<file path="config.mk">
export PLATFORM = sky130hd
export DESIGN_NAME = icache_line_fill
export DESIGN_NICKNAME = d
export VERILOG_FILES = /design/src/rtl/icache_line_fill.sv
export SDC_FILE = /design/constraint.sdc
export NUM_CORES = 1
export LEC_CHECK = 0
export BUFFER_PORTS_ARGS = -buffer_cell sky130_fd_sc_hd__buf_2
export CORE_MARGIN = 2
export CORE_UTILIZATION = 47
export CTS_BUF_LIST = sky130_fd_sc_hd__clkbuf_2 sky130_fd_sc_hd__clkbuf_4 sky130_fd_sc_hd__clkbuf_8
export CTS_CLUSTER_SIZE = 25
export DETAILED_ROUTE_END_ITERATION = 12
export PLACE_DENSITY = 0.84
export REMOVE_ABC_BUFFERS = 1
export SLEW_MARGIN = 20
export SYNTH_ARGS = -nofsm -noshare
export SYNTH_HDL_FRONTEND = slang
export SYNTH_SLANG_ARGS = --single-unit
</file>
<file path="constraint.sdc">
create_clock -name clk -period 7.5 [get_ports clk]
set_clock_uncertainty 0.15 [all_clocks]
set_input_delay 0.75 -clock clk [delete_from_list [all_inputs] [get_ports clk]]
set_output_delay 0.75 -clock clk [all_outputs]
set_load 0.005 [all_outputs]
</file>
<file path="src/rtl/icache_line_fill.sv">
// Instruction-cache line fill engine: on a miss, reads LINE_WORDS words from memory and returns one assembled line.
// Optional macro CRITICAL_WORD_FIRST_EN starts the fetch at the faulting word and wraps within the line.
module icache_line_fill #(
  parameter int ADDR_W     = 32,
  parameter int DATA_W     = 32,
  parameter int LINE_WORDS = 4
) (
  input  logic                           clk,
  input  logic                           rst,
  input  logic                           miss_req,
  input  logic [ADDR_W-1:0]              miss_addr,
  output logic                           mem_rd,
  output logic [ADDR_W-1:0]              mem_addr,
  input  logic                           mem_ready,
  input  logic [DATA_W-1:0]              mem_rdata,
  output logic [DATA_W*LINE_WORDS-1:0]   line_data,
  output logic [ADDR_W-1:0]              line_addr,
  output logic                           line_valid,
  output logic                           busy
);

  localparam int IDX_W = $clog2(LINE_WORDS);
  localparam int OFF_W = IDX_W + 2;

  typedef enum logic [1:0] {
    IDLE,
    FETCH,
    DONE
  } state_t;

  state_t state, state_next;

  logic [ADDR_W-OFF_W-1:0] base_tag;
  logic [IDX_W-1:0]        start_idx;
  logic [IDX_W-1:0]        beat_cnt;
  logic [IDX_W-1:0]        word_idx;
  logic [IDX_W-1:0]        first_idx;
  logic                    accept;
  logic                    beat;
  logic                    last_beat;
  logic                    unused_addr_bits;

`ifdef CRITICAL_WORD_FIRST_EN
  assign first_idx = miss_addr[OFF_W-1:2];
`else
  assign first_idx = '0;
`endif

  // Low byte-offset bits never affect the fill in the default build.
  assign unused_addr_bits = ^miss_addr[OFF_W-1:0];

  // The word index wraps inside the line, so the tag bits are never disturbed.
  assign word_idx  = start_idx + beat_cnt;
  assign last_beat = (beat_cnt == IDX_W'(LINE_WORDS - 1));

  always_ff @(posedge clk or posedge rst) begin
    if (rst) begin
      state <= IDLE;
    end else begin
      state <= state_next;
    end
  end

  always_comb begin
    state_next = state;
    mem_rd     = 1'b0;
    mem_addr   = '0;
    line_valid = 1'b0;
    busy       = 1'b0;
    accept     = 1'b0;
    beat       = 1'b0;
    case (state)
      IDLE: begin
        if (miss_req) begin
          accept     = 1'b1;
          state_next = FETCH;
        end
      end
      FETCH: begin
        busy     = 1'b1;
        mem_rd   = 1'b1;
        mem_addr = {base_tag, word_idx, 2'b00};
        if (mem_ready) begin
          beat = 1'b1;
          if (last_beat) begin
            state_next = DONE;
          end
        end
      end
      DONE: begin
        busy       = 1'b1;
        line_valid = 1'b1;
        state_next = IDLE;
      end
      default: begin
        state_next = IDLE;
      end
    endcase
  end

  // line_addr follows the first beat so the previous line stays visible until then.
  always_ff @(posedge clk or posedge rst) begin
    if (rst) begin
      base_tag  <= '0;
      start_idx <= '0;
      beat_cnt  <= '0;
      line_data <= '0;
      line_addr <= '0;
    end else begin
      if (accept) begin
        base_tag  <= miss_addr[ADDR_W-1:OFF_W];
        start_idx <= first_idx;
        beat_cnt  <= '0;
      end
      if (beat) begin
        beat_cnt  <= beat_cnt + IDX_W'(1);
        line_addr <= {base_tag, {OFF_W{1'b0}}};
        for (int k = 0; k < LINE_WORDS; k++) begin
          if (word_idx == IDX_W'(k)) begin
            line_data[k*DATA_W +: DATA_W] <= mem_rdata;
          end
        end
      end
    end
  end

endmodule

</file>
==> results.sh <==
export IMPL_drtPass1Iterations=4
export IMPL_placed_cell_area_um2=8780
export IMPL_finalSetupViolations=0
export IMPL_p_clk_share_pct=16.4
export IMPL_synth_area_um2=7340
export IMPL_via_count=4676
export IMPL_tightest_slew_ns=1.06
export IMPL_reg2reg_setup_slack_ns=4.45
export IMPL_root_buffer="clkbuf_8"
export IMPL_min_period_ns=3.05
export IMPL_cts_path_max_buffers=2
export IMPL_yosys_area_top_type_share_pct=64.1
export IMPL_grt_use_met3_pct=7.03
export IMPL_fin_crit_sh_pct=40.6
export IMPL_combPwrFrac_pct=38.1
export IMPL_fp_dieH_um=129
export IMPL_fin_hold_ws_ns=0.316
export IMPL_r2r_start="state[1]"
export IMPL_gp_congestion=0.760
export IMPL_detail_route_vias_per_cell=4.99
export IMPL_ioPinCount=263
export IMPL_fillers=1174
export IMPL_cts_buffers=17
export IMPL_die_area_um2=16600
export IMPL_critPathMaxFanout=36
export IMPL_final_cell_count_no_fill=937
export IMPL_critPathSlowestCell="nand3_2"
export IMPL_final_setup_tns_ns=0
export IMPL_routedWlPerCell_um=17.4
export IMPL_cts_resized=0
export IMPL_dp_cells=905
export IMPL_clk_latency_ns=0.44
export IMPL_rsz0062_at_grt="false"
export IMPL_grt_start_max_net_pins=108
export IMPL_gr_total_overflow=0
export IMPL_io_buffers=252
export IMPL_area_growth_pct=24.9
export IMPL_post_route_drc_count=0
export IMPL_syn_area_per_cell_um2=15.9
export IMPL_dp_slack_ns=3.99
export IMPL_path_delay_family="simple AND/OR/NAND/NOR gates"
export IMPL_post_cts_buffers=0
export IMPL_h_tree_depth=4
export IMPL_drv_cap=0
export IMPL_hold_viol_final=0
export IMPL_criticalPathCategory="register to register"
export IMPL_power_switching_mw=1.24
export IMPL_yosysSeqAreaShare_pct=64.1
export IMPL_worstPathArrival_ns=3.23
export IMPL_layout_common_cells="252 x buf_2, 188 x dfrtp_1, 185 x mux2_2"
export IMPL_vdd_ir_drop_max_v=0.000233
export IMPL_synthTopCellsByArea="dfrtp_1 64%, mux2_2 28%, and2_1 2.6%"
export IMPL_dp_hpwl_um=11400
export IMPL_power_frac_seq_pct=45.6
export IMPL_hold_buffers=0
export IMPL_drv_slew=0
export IMPL_stdcell_area_um2=9170
export IMPL_switching_share_pct=32.0
export IMPL_ys_types=15
export IMPL_initial_core_util_pct=48.1
export IMPL_utilization_pct=60.1
export IMPL_rows=45
export IMPL_synth_seq_cells=188
export IMPL_met2_usage_pct=34.2
export IMPL_diodes=0
export IMPL_cts_tree="built"
export IMPL_track_usage_pct=19.8
export IMPL_synth_cells=462
export IMPL_clock_sinks=188
export IMPL_powerDensity_nw_per_um2=423
export IMPL_grt_busiest_layer="met2"
export IMPL_finalWirelength_um=16300
export IMPL_intPower_mw=2.64
export IMPL_r2r_cells=4
export IMPL_yosys_area_top_type="dfrtp_1"
export IMPL_drive_above_1_share_pct=65.8
export IMPL_cp_cell_sequence="inv_1, ha_2, nand3_2, mux2_2"
export IMPL_nets=790
export IMPL_max_freq_ghz=0.328
export IMPL_clk_pin_slew_ns=0.09
export IMPL_yosys_warnings=0
export IMPL_start_kind="register"
export IMPL_path_buf_inv=1
export IMPL_die_w_um=129
export IMPL_min_path_type="input port to asynchronous set/reset pin"
export IMPL_antenna_found_initial=1
export IMPL_status="finished clean"
export IMPL_core_um2=15300
export IMPL_crit_required_ns=7.68
export IMPL_total_power_mw=3.88
export IMPL_grt_pass1_wl_um=25400
export IMPL_cellLeakagePower_nw=4.61
export IMPL_final_common_cell="buf_2"
export IMPL_slew_headroom_pct=29.5
export IMPL_use_met1_pct=22.7
export IMPL_r2r_end="line_data[103]"
export IMPL_cp_end_kind="register"
export IMPL_grt_pass1_vias=4984
export IMPL_worst_path_largest_cell_delay_ns=0.93
export IMPL_drtIter0Drc=106
export IMPL_worst_slack_ns=4.45
export IMPL_final_antenna_net_count=0
## registers in the layout, summed over array words and instances (netlist names)
register and count:
line_addr 28, line_data 128, base_tag 28, state 2
beat_cnt 2
## power groups by stage
stage               sequential (mW)  combinational, mW  clock (mW)
global route                   1.82               1.61       0.694
CTS                            1.77               1.50       0.656
floorplan                      1.78              0.739           0
global placement               1.74               1.44           0
finish                         1.77               1.48       0.634
detailed placement             1.79               1.49           0
## how the worst max path moves through the flow
stage | startpoint | to | slack (ns) | cells after the start
floorplan | rst | base_tag[0] | 1.49 | 1
global placement | state[1] | line_data[112] | 4.13 | 4
detailed placement | state[1] | line_data[49] | 3.99 | 4
CTS | state[1] | line_data[55] | 3.94 | 4
global route | state[1] | line_data[116] | 4.25 | 4
finish | state[1] | line_data[103] | 4.45 | 4
## synthesized netlist by cell type
master      n
clkbuf_1    3
ha_1        9
conb_1      1
and2_1     30
nor2b_1     1
buf_2      19
o21ai_0     2
mux2_2    185
buf_4       6
inv_1       5
o21a_1      1
nand2_1     4
a21oi_1     1
dfrtp_1   188
nand3_1     7
## area by class of cell
type | count | area, um2 | share of cell area (%)
repair buffers | 255 | 1290 | 14.0
clock buffers | 19 | 262 | 2.85
flip-flops and latches | 188 | 4700 | 51.3
well taps | 211 | 264 | 2.88
inverters | 5 | 23.8 | 0.259
clock inverters | 13 | 114 | 1.24
multi-input cells | 246 | 2510 | 27.4
## logic make-up after synthesis
logic type	Yosys count	share of synthesized area, %
multiplexers	185	28.4
AND/OR/NAND/NOR	42	3.32
other	1	0.0511
flip-flops	188	64.1
AO/OA/AOI/OAI	4	0.307
adder cells (fa/ha/maj)	9	1.53
buffers and inverters	33	2.32
## metal layers
layer / part of all wire, % / wire length, um
met4: 1.9 / 311
met5: 0.031 / 5
met1: 39 / 6460
met2: 50 / 8210
met3: 8.3 / 1360
No activity file was read; power rests on OpenSTA's default activity.
